`src/rtl/ext_info_gen.sv`:
```
`default_nettype none
// ============================================================================
//  Module   : ext_info_gen
//  Purpose  : Extrinsic-information generator for a 4-bit symbol. On start,
//             captures soft outputs, systematic and a-priori LLRs, then per
//             bit computes S - sys - apri, optionally scales by 0.75,
//             saturates symmetrically to OUT_W bits and hands one word at a
//             time to the downstream interleaver with valid/ready.
//  Ports    : clk, rst (async, active-low), start,
//             soft_in1..4 [30:0] sign-magnitude, sys_in1..4 / apri_in1..4
//             [15:0] signed, ext_data [OUT_W-1:0], ext_idx [1:0], hard_bit,
//             ext_valid, ext_ready, busy, done.
//  Revision : 1.0 - initial release
// ============================================================================
module ext_info_gen #(
   parameter int unsigned OUT_W    = 16,
   parameter bit          SCALE_EN = 1'b1
) (
   input  logic                    clk,
   input  logic                    rst,
   input  logic                    start,
   input  logic [30:0]             soft_in1,
   input  logic [30:0]             soft_in2,
   input  logic [30:0]             soft_in3,
   input  logic [30:0]             soft_in4,
   input  logic signed [15:0]      sys_in1,
   input  logic signed [15:0]      sys_in2,
   input  logic signed [15:0]      sys_in3,
   input  logic signed [15:0]      sys_in4,
   input  logic signed [15:0]      apri_in1,
   input  logic signed [15:0]      apri_in2,
   input  logic signed [15:0]      apri_in3,
   input  logic signed [15:0]      apri_in4,
   output logic signed [OUT_W-1:0] ext_data,
   output logic [1:0]              ext_idx,
   output logic                    hard_bit,
   output logic                    ext_valid,
   input  logic                    ext_ready,
   output logic                    busy,
   output logic                    done
);

   typedef enum logic [2:0] {
      IDLE  = 3'd0,
      CALC  = 3'd1,
      SCALE = 3'd2,
      SAT   = 3'd3,
      OUT   = 3'd4,
      DONE  = 3'd5
   } state_t;

   // Symmetric clamp limits; the most negative code is never produced.
   localparam logic signed [32:0] MAX_POS = (33'sd1 <<< (OUT_W - 1)) - 33'sd1;
   localparam logic signed [32:0] MAX_NEG = -MAX_POS;

   state_t                    state_q, state_d;
   logic [1:0]                idx_q, idx_d;
   logic [30:0]               soft_q [4];
   logic [30:0]               soft_d [4];
   logic signed [15:0]        sys_q  [4];
   logic signed [15:0]        sys_d  [4];
   logic signed [15:0]        apri_q [4];
   logic signed [15:0]        apri_d [4];
   logic signed [32:0]        diff_q, diff_d;
   logic signed [32:0]        scl_q, scl_d;
   logic signed [OUT_W-1:0]   data_q, data_d;
   logic [1:0]                eidx_q, eidx_d;
   logic                      hard_q, hard_d;
   logic                      valid_q, valid_d;
   logic                      busy_q, busy_d;
   logic                      done_q, done_d;

   logic [30:0]               w_soft;
   logic signed [32:0]        w_mag;
   logic signed [32:0]        w_s;
   logic signed [32:0]        w_diff;
   logic signed [32:0]        w_scaled;
   logic signed [OUT_W-1:0]   w_sat;

   // Datapath for the currently selected bit.
   always_comb begin
      w_soft   = soft_q[idx_q];
      w_mag    = {3'b000, w_soft[29:0]};
      // A negative sign with zero magnitude negates to zero, as intended.
      w_s      = w_soft[30] ? -w_mag : w_mag;
      w_diff   = w_s - {{17{sys_q[idx_q][15]}}, sys_q[idx_q]}
                     - {{17{apri_q[idx_q][15]}}, apri_q[idx_q]};
      // 0.75 * x as x - floor(x/4).
      w_scaled = SCALE_EN ? (diff_q - (diff_q >>> 2)) : diff_q;
      if (scl_q > MAX_POS) begin
         w_sat = MAX_POS[OUT_W-1:0];
      end else if (scl_q < MAX_NEG) begin
         w_sat = MAX_NEG[OUT_W-1:0];
      end else begin
         w_sat = scl_q[OUT_W-1:0];
      end
   end

   // Next-state and output logic.
   always_comb begin
      state_d = state_q;
      idx_d   = idx_q;
      soft_d  = soft_q;
      sys_d   = sys_q;
      apri_d  = apri_q;
      diff_d  = diff_q;
      scl_d   = scl_q;
      data_d  = data_q;
      eidx_d  = eidx_q;
      hard_d  = hard_q;
      valid_d = valid_q;
      busy_d  = busy_q;
      done_d  = 1'b0;
      case (state_q)
         IDLE: begin
            if (start) begin
               soft_d[0] = soft_in1;  soft_d[1] = soft_in2;
               soft_d[2] = soft_in3;  soft_d[3] = soft_in4;
               sys_d[0]  = sys_in1;   sys_d[1]  = sys_in2;
               sys_d[2]  = sys_in3;   sys_d[3]  = sys_in4;
               apri_d[0] = apri_in1;  apri_d[1] = apri_in2;
               apri_d[2] = apri_in3;  apri_d[3] = apri_in4;
               idx_d     = 2'd0;
               busy_d    = 1'b1;
               state_d   = CALC;
            end
         end
         CALC: begin
            diff_d  = w_diff;
            state_d = SCALE;
         end
         SCALE: begin
            scl_d   = w_scaled;
            state_d = SAT;
         end
         SAT: begin
            data_d  = w_sat;
            eidx_d  = idx_q;
            hard_d  = ~soft_q[idx_q][30];
            valid_d = 1'b1;
            state_d = OUT;
         end
         OUT: begin
            if (ext_ready) begin
               valid_d = 1'b0;
               if (idx_q == 2'd3) begin
                  done_d  = 1'b1;
                  state_d = DONE;
               end else begin
                  idx_d   = idx_q + 2'd1;
                  state_d = CALC;
               end
            end
         end
         DONE: begin
            busy_d  = 1'b0;
            state_d = IDLE;
         end
         default: state_d = IDLE;
      endcase
   end

   always_ff @(posedge clk or negedge rst) begin
      if (!rst) begin
         state_q <= IDLE;
         idx_q   <= 2'd0;
         for (int i = 0; i < 4; i++) begin
            soft_q[i] <= '0;
            sys_q[i]  <= '0;
            apri_q[i] <= '0;
         end
         diff_q  <= '0;
         scl_q   <= '0;
         data_q  <= '0;
         eidx_q  <= 2'd0;
         hard_q  <= 1'b0;
         valid_q <= 1'b0;
         busy_q  <= 1'b0;
         done_q  <= 1'b0;
      end else begin
         state_q <= state_d;
         idx_q   <= idx_d;
         soft_q  <= soft_d;
         sys_q   <= sys_d;
         apri_q  <= apri_d;
         diff_q  <= diff_d;
         scl_q   <= scl_d;
         data_q  <= data_d;
         eidx_q  <= eidx_d;
         hard_q  <= hard_d;
         valid_q <= valid_d;
         busy_q  <= busy_d;
         done_q  <= done_d;
      end
   end

   assign ext_data  = data_q;
   assign ext_idx   = eidx_q;
   assign hard_bit  = hard_q;
   assign ext_valid = valid_q;
   assign busy      = busy_q;
   assign done      = done_q;

endmodule
`default_nettype wire

```
`config.mk`:
```
export PLATFORM = sky130hd
export DESIGN_NAME = ext_info_gen
export DESIGN_NICKNAME = d
export VERILOG_FILES = /design/src/rtl/ext_info_gen.sv
export SDC_FILE = /design/constraint.sdc
export NUM_CORES = 1
export LEC_CHECK = 0
export BUFFER_PORTS_ARGS = -buffer_cell sky130_fd_sc_hd__buf_2
export CAP_MARGIN = 20
export CORE_MARGIN = 3
export CORE_UTILIZATION = 40
export CTS_CLUSTER_SIZE = 30
export DETAILED_ROUTE_END_ITERATION = 7
export HOLD_SLACK_MARGIN = 0.08
export PLACE_DENSITY_LB_ADDON = 0.25
export SLEW_MARGIN = 15
export SYNTH_ARGS = -nofsm -noshare
export SYNTH_HDL_FRONTEND = slang
export SYNTH_SLANG_ARGS = --single-unit
export TNS_END_PERCENT = 30
```
`constraint.sdc`:
```
create_clock -name clk -period 9.39 [get_ports clk]
set_clock_uncertainty 0.15 [all_clocks]
set_input_delay 1.4085 -clock clk [delete_from_list [all_inputs] [get_ports clk]]
set_output_delay 1.4085 -clock clk [all_outputs]
set_load 0.01 [all_outputs]
```
; ---- Yosys cells after proc, flatten, opt, wreduce, memory -nomap -nowiden
; Index checks and enable logic that the tools add are counted.
[word_totals]
ff_bits = 345
latch_bits = 0
ramBits = 0
romBits = 0
in_bits = 256
output_inout_bits = 22
memories = 0
[op_classes]
n_addsub = 5
multipliers = 0
div_mod_pow = 0
n_lt_le_gt_ge = 3
eq_ne = 9
n_shift = 0
mux = 27
bitwise = 2
n_reduce_logical = 9
[op_table]
columns = cell, n
row1 = 2-to-1 mux 16 bit, 6
row2 = subtractor 33 bit, 2
row3 = binary-select mux 16 bit (select 2 bit), 2
row4 = binary-select mux 31 bit (select 2 bit), 1
row5 = 2-to-1 mux 31 bit, 2
row6 = greater-than comparator 33 x 16 -> 1 bit (second input constant), 1
row7 = < comparator 33 x 16 -> 1 bit (second input constant), 1
row8 = 2-to-1 mux 33 bit, 1
row9 = negation 30 -> 33 bit, 1
row10 = subtractor 33 x 31 -> 33 bit, 1
row11 = case mux 3 bit (5 select lines), 1
row12 = 2-to-1 mux 3 bit, 3
row13 = AND reduction 2 bit, 4
row14 = equality test 3 x 2 -> 1 bit (second input constant), 2
row15 = equality test 3 bit (second input constant), 2
row16 = 2-to-1 mux 2 bit, 3
row17 = != test 2 bit (second input constant), 3
row18 = nonzero test 2 bit, 3
row19 = 2-to-1 mux 1 bit, 5
row20 = case mux 1 bit (2 select lines), 2
row21 = case mux 2 bit (2 select lines), 1
row22 = AND reduction 4 bit, 1
row23 = equality test 3 x 1 -> 1 bit (second input constant), 1
row24 = >= comparator 3 bit (second input constant), 1
row25 = other kinds (5), 5

; ---- Longest topological paths before layout
; Gate-level depths: netlist of run 1.
[depth]
ltp_word = 8
ltp_mapped = 22

; ---- Worst setup path before layout of run 1
; Ideal clock, no wire load.
[synth_timing]
path_kind = reg-to-reg
startpoint = reg idx_q[0]
endpoint = reg diff_q[25]
setup_time_ps = 138
t_arrival_ps = 5193
required_time_ps = 9102
path_slack_ps = 3909
stages_incl_launch_ff = 18
path_buffers = 5
path_cell_list = dfrtp_1 -> buf_4 -> buf_2 -> buf_1 -> buf_1 -> mux4_2 -> inv_1 -> fa_1 -> ha_1 -> clkbuf_1 -> nand4_1 -> or4_4 -> a311oi_4 -> a41oi_1 -> a22oi_1 -> a21oi_1 -> mux2i_1 -> o211ai_1
[synth_between]
elab_chain_len = 8
elab_cells_between_ends = 14
[synth_rtl]
columns = element, line
row1 = from (decl), 57  ; logic [1:0] idx_q, idx_d;
row2 = from (signal assigned), 182  ; idx_q <= idx_d;
row3 = inverter 2 -> 3 bit (not written as such) (*), "82, 86, 87"
row4 = binary-select mux 31 bit (select 2 bit), 82  ; w_soft = soft_q[idx_q];
row5 = 2-to-1 mux 31 bit (not written as such) (2 in series), 82
row6 = negation 30 -> 33 bit, 85  ; w_s = w_soft[30] ? -w_mag : w_mag;
row7 = 2-to-1 mux 33 bit, 85
row8 = subtractor 33 bit, 86  ; w_diff = w_s - {{17{sys_q[idx_q][15]}}, sys_q[idx_q]}
row9 = subtractor 33 bit (*), 87  ; - {{17{apri_q[idx_q][15]}}, apri_q[idx_q]};
row10 = to (signal assigned), 186  ; diff_q <= diff_d;
row11 = to (decl), 64  ; logic signed [32:0] diff_q, diff_d;
; Every way passes the cells marked *; elsewhere a longest branch is shown, timed or not. The select of a mux whose other input is x is not followed.
; A chain may end at the register's enable or synchronous reset.

; ---- Worst setup path in the final report of run 1
[layout_timing]
startpoint = reg idx_q[0]
endpoint = reg diff_q[31]
; Same word-level chain as after synthesis.

==> metrics.md, run 1 <==
| Metric | Value |
|---|---|
| Max cap viols | `0` |
| Worst-Margin Slew | `1.11 ns` |
| Setup_tns | `0 ns` |
| First-pass GRT wire length | `76200 µm` |
| Core area | `between 40000 and 50000 µm²` |
| Gr ovfl total | `0` |
| Mapped cell area | `~19000 µm²` |
| Hold Crit Class | `register to register` |
| FILL cells | `4223` |
| Initial Utilization | `0.408` |
| Gate Count Post-Synth | `1624` |
| Max Buffers Root-to-Sink | `3` |
| Final Hold Vio Count | `0` |
| Placed cell count | `roughly 2500` |
| ANT nets after route | `0` |
| Worst path max stage delay | `between 1 and 1.5 ns` |
| Synth top area cells | `dfrtp_1, mux2_2, mux4_2` |
| IO Port Bufs | `between 200 and 300` |
| Warnings, synthesis | `0` |
| Share of synthesized registers carrying an async set or reset | `1.00` |
| Mapped Avg Cell Area | `approximately 12 µm²` |
| # IOs | `278` |
| WP data arrival | `around 6.4 ns` |
| Post-CTS setup buffer count | `0` |
| Synth Flop Type | `dfrtp_1` |
| Num CTS Buffers | `41` |
| Slowest CP cell | `dfrtp_4` |
| Final #Nets | `around 2200` |
| Die area | `approximately 51000 µm²` |
| Most frequent cell after synthesis | `dfrtp_1` |
| Setup CP Type | `register to register` |
| Area Overhead vs Synth | `18.2%` |
| Top-area cell type share of the netlist area | `0.451` |
| Finished Layout Cells | `2540` |
| Register bit count reported by yosys | `345` |
| Peak Freq | `roughly 0.16 GHz` |
| Post-layout min period | `~6.1 ns` |
| Most used cell, CP | `inv_1` |
| Die width | `225 µm` |
| Clock transition at path regs | `~0.060 ns` |
| Post-CTS Resized | `0` |
| Die Ht | `225 µm` |
| Period Utilization, post-route | `0.648` |
| Initial antenna violation count | `29` |
| Commonest cells in the netlist | `dfrtp_1, mux2_2, nand2_1` |
| Wirelength per Cell | `between 15 and 20 µm` |
| Routed via count | `13382` |
| Rows | `79` |
| Placer Congestion | `~0.87` |
| Final WL | `roughly 47000 µm` |
| Startpoint types | `register` |
| Crit-path cells | `mux4_2, nor4_4, nor4b_4, and2b_1, nand3_2, or3_4, o21ai_2, xor2_1, fa_1, inv_1, ha_1, inv_1, nor2_1, o21ai_0, nand2_1, a21oi_1, a22oi_2, or4bb_1, a32oi_1` |
| Layout cells sized above 1 | `0.364` |
| Worst-Skew Late Latency | `between 0.5 and 0.6 ns` |
| Layout Utilization | `0.482` |
| Vias in the first global route | `roughly 14000` |
| Worst slack on hold paths | `~0.33 ns` |
| Relative slew margins | `0.260` |
| CTS tree | `yes` |
| Biggest area consumer among synthesized cells | `dfrtp_1` |
| Initial DRC count | `a little over 700` |
| Largest net degree at the start of global routing | `approximately 190` |
| Vias per std cell | `around 5.3` |
| Detailed placement HPWL | `between 30000 and 40000 µm` |
| First-pass DRT Iterations | `5` |
| Syn Nets | `between 1500 and 2000` |
| EDFF count, synth | `0` |
| Maximum fanout along the worst path | `43` |
| Crit path required time | `9.71 ns` |
| Total Routing Usage GR | `0.190` |
| Slew Viols, Final | `0` |
| Post-route DRC | `0` |
| Final setup violation count | `0` |
| H-tree depth | `2` |
| RSZ-0062 raised after global routing | `false` |
| Root buf cell | `clkbuf_16` |
| Distinct cells, synth | `79` |
| Critical path capture point type | `register` |
| Status | `finished, final reports clean` |
| Clock Sinks | `~350` |
| Sequential fraction of the synthesis area | `0.451` |
| CTS Hold Bufs | `0` |
## registers in the layout (all words and copies together) (netlist names)
register,count
apri_q,64
busy,1
diff_q,33
done,1
ext_data,16
ext_idx,2
ext_valid,1
hard_bit,1
idx_q,2
scl_q,33
soft_q,124
state_q,3
sys_q,64
## cells in the final DEF (no fill, tap or decap), types with 8 or more instances in the layout
cell type,synthesis,routed
buf_4,1,8
dfrtp_1,345,343
clkbuf_1,55,9
mux2_2,256,256
a21oi_1,78,78
diode_2,0,15
xnor2_1,37,37
nor2_1,68,67
o21ai_0,96,95
xor2_1,39,39
clkbuf_8,0,11
a21o_1,25,25
nor2b_1,10,10
buf_2,1,276
nor4_1,8,8
nor3_1,18,18
nand4_1,15,15
inv_1,116,116
mux4_2,63,63
nand3_1,17,17
o31ai_1,8,8
nand2b_1,10,10
ha_1,67,67
clkbuf_16,0,42
fa_1,33,33
nand2_1,120,120
## layout make-up
| cell class | instances | area [µm²] | area share |
|---|---|---|---|
| multi-input combinational | 1096 | 9820 | 0.434 |
| sequential | 345 | 8640 | 0.382 |
| timing repair buffer | 287 | 1500 | 0.0664 |
| clock buffer | 62 | 1240 | 0.0546 |
| tap | 607 | 759 | 0.0336 |
| inverter | 116 | 435 | 0.0192 |
| clock inverter | 12 | 198 | 0.00873 |
| antenna | 15 | 37.5 | 0.00166 |
## through the flow
step / cell area, µm² / setup WS, ns
4_1_cts: 22600 / 3.28
3_5_place_dp: 21100 / 3.31
2_1_floorplan: 19100 / 3.91
3_3_place_gp: 21100 / 3.40
5_1_grt: 22600 / 2.89
6_report: 22600 / 3.30
## per-layer routing
layer  routed length (µm)  global-route usage  vias up  part of all wire
li1                     -                   -     6369                 -
met2                22300               0.312      294              0.47
met3                 2850              0.0542       98             0.061
met5                  197                   0        -            0.0042
met1                20500               0.247     6591              0.44
met4                 1100              0.0525       30             0.023
## cell families after synthesis
group / share of synthesized area
DFF: 0.451
xor gates and xnor gates: 0.0356
adders and majority gates: 0.0783
and+or+nand+nor: 0.0778
buffers and inverters: 0.0365
muxes: 0.228
AOI/OAI and AO/OA: 0.0927
## worst max-delay path, delay by kind of cell (launching register included)
| family | cells | cell delay (ns) |
|---|---|---|
| AOI/OAI and AO/OA | 5 | 0.85 |
| buffers and inverters | 2 | 0.18 |
| adders and majority gates | 2 | 0.82 |
| and+or+nand+nor | 8 | 2.14 |
| muxes | 1 | 0.68 |
| xor gates and xnor gates | 1 | 0.09 |
| DFF | 1 | 1.03 |
## path summary, 6_finish.rpt
path,start,to,slack [ns],depth (start not counted)
setup reg to reg,idx_q[0],diff_q[31],3.30,19
hold reg to reg,diff_q[0],diff_q[0],0.33,2
hold / removal,diff_q[0],diff_q[0],0.33,2
setup / recovery,idx_q[0],diff_q[31],3.30,19
max in group asynchronous,rst,apri_q[63],6.44,3
min in group asynchronous,rst,sys_q[13],0.72,1
Power of run 1 is not shown: default switching activity piles up to over one toggle a cycle in this logic, so the estimate is an artifact.
==> run 2: changes to the inputs <==
ABC_AREA = 1   (was unset)
clock period = 6 ns   (was 9.39 ns; I/O delays follow)
==> run 2 against run 1 <==
Net effect: routed wire length rose by 23%; register-to-register slack got worse by 2.6 ns; die area rose by 5.8%; fmax rose by 15%; sequential share of layout area fell by 1.7 points; synthesized cell count rose by 38%; area after synthesis rose by 6.0%; global-route usage rose by 2.4 points; critical path depth rose by 1; final area rose by 4.6%; final cell count rose by 25%.
==> metrics.md, run 2 <==
| Metric | Value |
|---|---|
| Top-area cell type share of the netlist area | `0.425 (-0.0256)` |
| Sequential fraction of the synthesis area | `0.425 (-0.0256)` |
| Mapped Avg Cell Area | `9.09 µm² (-23%)` |
| Die Ht | `231 µm (+2.9%)` |
| Worst path max stage delay | `0.64 ns (-0.39 ns)` |
| Initial Utilization | `0.410 (+0.00177)` |
| Initial DRC count | `841 (+16%)` |
| Status | `finished, final reports clean` |
| Critical path buffers and inverters | `3 (+1)` |
| Final Hold Vio Count | `0 (unchanged)` |
| Largest net degree at the start of global routing | `149 (-22%)` |
| Clock Sinks | `345 (unchanged)` |
| Gr ovfl total | `0 (unchanged)` |
| Max Buffers Root-to-Sink | `3 (unchanged)` |
| Most common cell after layout, fill and taps aside | `nand2_1` |
| Post-route DRC | `0 (unchanged)` |
| Initial antenna violation count | `6 (-79%)` |
| Core area | `49600 µm² (+5.6%)` |
| IO Port Bufs | `277 (unchanged)` |
| Crit-path cells | `buf_4, buf_4, nand2_1, nand3_1, nand2_1, nand2_1, nor2_1, a31oi_1, xor2_1, fa_1, inv_1, ha_1, a21oi_1, o21ai_0, a21oi_1, o21ai_0, a21oi_1, nand3_1, nand3_1, o21ai_0` |
| Area Overhead vs Synth | `16.7%` |
| Register-to-Register Path Depth | `20 (+1)` |
| Largest regs | `soft_q x124, apri_q x64, sys_q x64` |
| Clock transition at path regs | `0.06 ns (about the same)` |
| Syn Nets | `2589 (+31%)` |
| EDFF count, synth | `0 (unchanged)` |
| Startpoint types | `register` |
| Commonest cells in the netlist | `nand2_1, dfrtp_1, mux2_2` |
| Synth Flop Type | `dfrtp_1` |
| Wirelength per Cell | `18.1 µm (-1.8%)` |
| Hold Crit Class | `input pin to asynchronous set/reset pin` |
| Layout cells sized above 1 | `0.267 (-0.0965)` |
| Critical path's top delay family | `compound AO/OA/AOI/OAI gates` |
| Worst-Margin Slew | `1.04 ns (-0.0655 ns)` |
| Levels on crit path | `20 (+1)` |
| Most used cells in the layout excluding fill and tap cells | `nand2_1, dfrtp_1, buf_2, mux2_2, inv_1` |
| Critical path capture point type | `register` |
| Post-CTS setup buffer count | `0 (unchanged)` |
| WP data arrival | `5.57 ns (-0.83 ns)` |
| Maximum fanout along the worst path | `58 (+35%)` |
| Slew Viols, Final | `0 (unchanged)` |
| Vias in the first global route | `16795 (+19%)` |
| Slowest CP cell | `buf_4` |
| Total Routing Usage GR | `0.214 (+0.0241)` |
| Period Utilization, post-route | `0.886 (+0.237)` |
| Max cap viols | `0 (unchanged)` |
| Relative slew margins | `0.302 (+0.0414)` |
| RSZ-0062 raised after global routing | `false` |
| # IOs | `278 (unchanged)` |
| Routed via count | `16472 (+23%)` |
| Max FFs per register | `124 (unchanged)` |
| Warnings, synthesis | `0 (unchanged)` |
| Peak Freq | `0.188 GHz (+15%)` |
| Share of synthesized registers carrying an async set or reset | `1.00 (unchanged)` |
| Detailed placement HPWL | `44300 µm (+26%)` |
| Final #Nets | `2841 (+27%)` |
| CTS Hold Bufs | `0 (unchanged)` |
| Gate Count Post-Synth | `2233 (+38%)` |
| Setup_tns | `0 ns (unchanged)` |
| First-pass DRT Iterations | `5 (unchanged)` |
| Most flops, register | `soft_q` |
| H-tree depth | `2 (unchanged)` |
| Post-layout min period | `5.31 ns (-0.773 ns)` |
| Root buf cell | `clkbuf_16` |
| Post-CTS Resized | `0 (unchanged)` |
| Die area | `53500 µm² (+5.8%)` |
| Worst-Skew Late Latency | `0.56 ns (about the same)` |
| First-pass GRT wire length | `90700 µm (+19%)` |
| Rows | `81 (+2.5%)` |
| Register bit count reported by yosys | `345 (unchanged)` |
| Crit path required time | `6.25 ns (-3.46 ns)` |
| Biggest area consumer among synthesized cells | `dfrtp_1` |
| Vias per std cell | `5.17 (-1.8%)` |
| Most frequent cell after synthesis | `nand2_1` |
| Placer Congestion | `0.977 (+13%)` |
| Setup CP Type | `register to register` |
| Die width | `231 µm (+2.9%)` |
| CTS tree | `yes` |
| Mapped cell area | `20300 µm² (+6.0%)` |
| Final WL | `57800 µm (+23%)` |
| Distinct cells, synth | `56 (-29%)` |
| ANT nets after route | `0 (unchanged)` |
| Synth top area cells | `dfrtp_1, mux2_2, nand2_1` |
| Final setup violation count | `0 (unchanged)` |
| Num CTS Buffers | `41 (unchanged)` |
run 2: kinds of logic (layout without fill, tap and decap cells):
kind of cell	after synthesis	count (layout)	share of synthesized area
AOI/OAI and AO/OA	349	349	0.100
buffers and inverters	278	562	0.0576
other	0	3	0
muxes	249	249	0.138
xor gates and xnor gates	59	59	0.0255
and+or+nand+nor	853	853	0.179
adders and majority gates	100	100	0.0738
DFF	345	345	0.425
run 2: layer usage:
| metal | share of wire | vias up | global-route usage |
|---|---|---|---|
| met1 | 0.43 | 7930 | 0.274 |
| li1 | - | 8020 | - |
| met3 | 0.047 | 115 | 0.0359 |
| met4 | 0.032 | 8 | 0.0759 |
| met5 | 0.00080 | - | 0 |
| met2 | 0.49 | 399 | 0.364 |
run 2: area by class of cell:
cell class | instances | area, µm²
Clock buffer | 65 | 1230
Inverter | 190 | 717
Clock inverter | 10 | 136
Multi-Input combinational cell | 1610 | 10500
Sequential cell | 345 | 8640
Fill cell | 4779 | 25900
Tap cell | 664 | 831
Timing Repair Buffer | 297 | 1590
Antenna cell | 3 | 7.51
run 2: worst paths after layout:
check	to	slack (ns)	startpoint
max	diff_q[30]	0.69	idx_q[0]
min	ext_valid	0.24	rst
max reg2reg	diff_q[30]	0.69	idx_q[0]
min reg2reg	ext_data[15]	0.33	ext_data[15]
max in group asynchronous	apri_q[12]	4.16	rst
min in group clk	ext_data[15]	0.33	ext_data[15]
run 2: per-stage QoR:
step	instance area (µm²)	hold slack [ns]	setup slack [ns]	cells	util
after global placement	22300	0.317	0.798	3104	0.450
after floorplan	20300	0.299	0.818	2233	-
final	23700	0.235	0.686	3184	0.478
after CTS	23700	0.271	0.758	3180	0.478
after global routing	23700	0.326	0.262	3181	0.478
after detailed placement	22300	0.318	0.757	3105	0.450
Power of run 2 is left out for the same reason.
==> run 3: changes to the inputs <==
clock period = 5.1 ns   (was 6 ns; I/O delays follow)
==> run 3 against run 2 <==
Net effect: final cell count up 0.19%; die area stayed put; global-route usage decreased by 0.36 points; flip-flop and latch count unchanged.
==> metrics.md, run 3 (synthesis results as in run 2) <==
| Metric | Value |
|---|---|
| Status | `finished, final reports clean` |
| Most flops, register | `soft_q` |
| Maximum fanout along the worst path | `33 (-43%)` |
| Area after DPL | `22400 µm² (+0.36%)` |
| Post-layout min period | `4.75 ns (-0.564 ns)` |
| Slew Viols, Final | `0 (unchanged)` |
| RSZ-0062 raised after global routing | `false` |
| Worst-Skew Late Latency | `0.56 ns (about the same)` |
| Startpoint types | `register` |
| Most common cell after layout, fill and taps aside | `nand2_1` |
| Largest net degree at the start of global routing | `178 (+19%)` |
| Layout cells sized above 1 | `0.273 (+0.00574)` |
| ANT nets after route | `0 (unchanged)` |
| Worst-Margin Slew | `1.19 ns (+0.142 ns)` |
| Final Hold Vio Count | `0 (unchanged)` |
| Clock Sinks | `345 (unchanged)` |
| CTS tree | `yes` |
| First-pass DRT Iterations | `5 (unchanged)` |
| Clock transition at path regs | `0.06 ns (about the same)` |
| IO Port Bufs | `277 (unchanged)` |
| Post-route DRC | `0 (unchanged)` |
| Area Overhead vs Synth | `17.5%` |
| Setup CP Type | `register to register` |
| Gr ovfl total | `0 (unchanged)` |
| Layout Utilization | `0.481 (+0.00351)` |
| Finished Layout Cells | `3190 (+0.19%)` |
| Die width | `231 µm (unchanged)` |
| Crit path required time | `5.35 ns (-0.90 ns)` |
| Num CTS Buffers | `41 (unchanged)` |
| Vias per std cell | `5.13 (-0.92%)` |
| Die Ht | `231 µm (unchanged)` |
| WP data arrival | `5.00 ns (-0.57 ns)` |
| Relative slew margins | `0.209 (-0.0925)` |
| Most used cells in the layout excluding fill and tap cells | `nand2_1, dfrtp_1, buf_2, mux2_2, inv_1` |
| Final setup violation count | `0 (unchanged)` |
| Max FFs per register | `124 (unchanged)` |
| Core area | `49600 µm² (unchanged)` |
| Initial antenna violation count | `11 (+5)` |
| Max Buffers Root-to-Sink | `3 (unchanged)` |
| Vias in the first global route | `16670 (-0.74%)` |
| First-pass GRT wire length | `89900 µm (-0.84%)` |
| # IOs | `278 (unchanged)` |
| Peak Freq | `0.211 GHz (+12%)` |
| Placed cell count | `3112 (+0.23%)` |
| Root buf cell | `clkbuf_16` |
| H-tree depth | `2 (unchanged)` |
| Placer Congestion | `0.984 (+0.77%)` |
| CTS Hold Bufs | `0 (unchanged)` |
| Fin area | `23900 µm² (+0.73%)` |
| Hold Crit Class | `input pin to asynchronous set/reset pin` |
| Largest regs | `soft_q x124, apri_q x64, sys_q x64` |
| Period Utilization, post-route | `0.931 (+0.0458)` |
| Wirelength per Cell | `17.7 µm (-2.4%)` |
| Rows | `81 (unchanged)` |
| Initial DRC count | `979 (+16%)` |
| Final WL | `56500 µm (-2.2%)` |
| Final #Nets | `2847 (+0.21%)` |
| Critical path capture point type | `register` |
| Setup_tns | `0 ns (unchanged)` |
| Detailed placement HPWL | `43400 µm (-2.0%)` |
| Routed via count | `16351 (-0.73%)` |
| Max cap viols | `0 (unchanged)` |
| Die area | `53500 µm² (unchanged)` |
| Total Routing Usage GR | `0.210 (-0.00364)` |
| Initial Utilization | `0.410 (unchanged)` |
run 3: cell count changes in the layout (fill, tap and decap cells not counted), sizes merged:
cell / previous run / this run
diode: 3 / 7
bufinv: 2 / 6
buf: 297 / 303
clkbuf: 65 / 53
inv: 188 / 191
clkinvlp: 3 / 4
run 3: per-stage QoR:
step / worst slack, ns / hold slack (ns)
4_1_cts: 0.255 / 0.0972
3_5_place_dp: 0.278 / 0.321
2_1_floorplan: 0.147 / 0.299
5_1_grt: 0.00146 / 0.139
3_3_place_gp: 0.261 / 0.317
6_report: 0.350 / 0.0963
run 3: per-layer routing:
| layer | global-route usage | vias up | share of wire |
|---|---|---|---|
| li1 | - | 8020 | - |
| met1 | 0.275 | 7844 | 0.44 |
| met2 | 0.360 | 372 | 0.49 |
| met3 | 0.0345 | 105 | 0.047 |
| met4 | 0.0610 | 10 | 0.025 |
| met5 | 0 | - | 0.00087 |
run 3: repair_timing:
action	in CTS	in global routing
buffers inserted	0	0
endpoints found under the setup margin	0	6
resized for setup	0	4
hold endpoints to repair	0	0
run 3: critical path, cell delays in order (launching register included):
cell and delay (ns):
dfrtp_4 0.54, inv_4 0.29, nand2_1 0.10, nand3_1 0.14
nand2_1 0.17, inv_1 0.11, buf_4 0.19, buf_4 0.19
o21ai_0 0.12, xnor2_1 0.30, inv_1 0.11, fa_1 0.45
ha_1 0.39, a21oi_1 0.25, o21ai_0 0.14, a21oi_1 0.14
o21ai_0 0.20, nand2_1 0.16, nand2_1 0.08, xnor2_1 0.24
o21ai_1 0.09
run 3: path summary, 6_finish.rpt:
path | startpoint | endpoint | slack [ns] | cells past startpoint
setup / recovery | idx_q[0] | diff_q[18] | 0.35 | 20
hold / removal | rst | scl_q[29] | 0.1 | 1
setup reg to reg | idx_q[0] | diff_q[18] | 0.35 | 20
hold reg to reg | ext_data[15] | ext_data[15] | 0.33 | 2
max in group asynchronous | rst | soft_q[47] | 3.60 | 2
min in group clk | soft_in4[4] | soft_q[4] | 0.28 | 2
run 3: final cells by class:
cell class	instances	area (µm²)
Clock buffer	53	1160
Timing Repair Buffer	303	1670
Multi-Input combinational cell	1610	10500
Tap cell	664	831
Clock inverter	18	280
Fill cell	4742	25700
Sequential cell	345	8640
Inverter	190	718
Antenna cell	7	17.5
Power of run 3 is left out for the same reason.
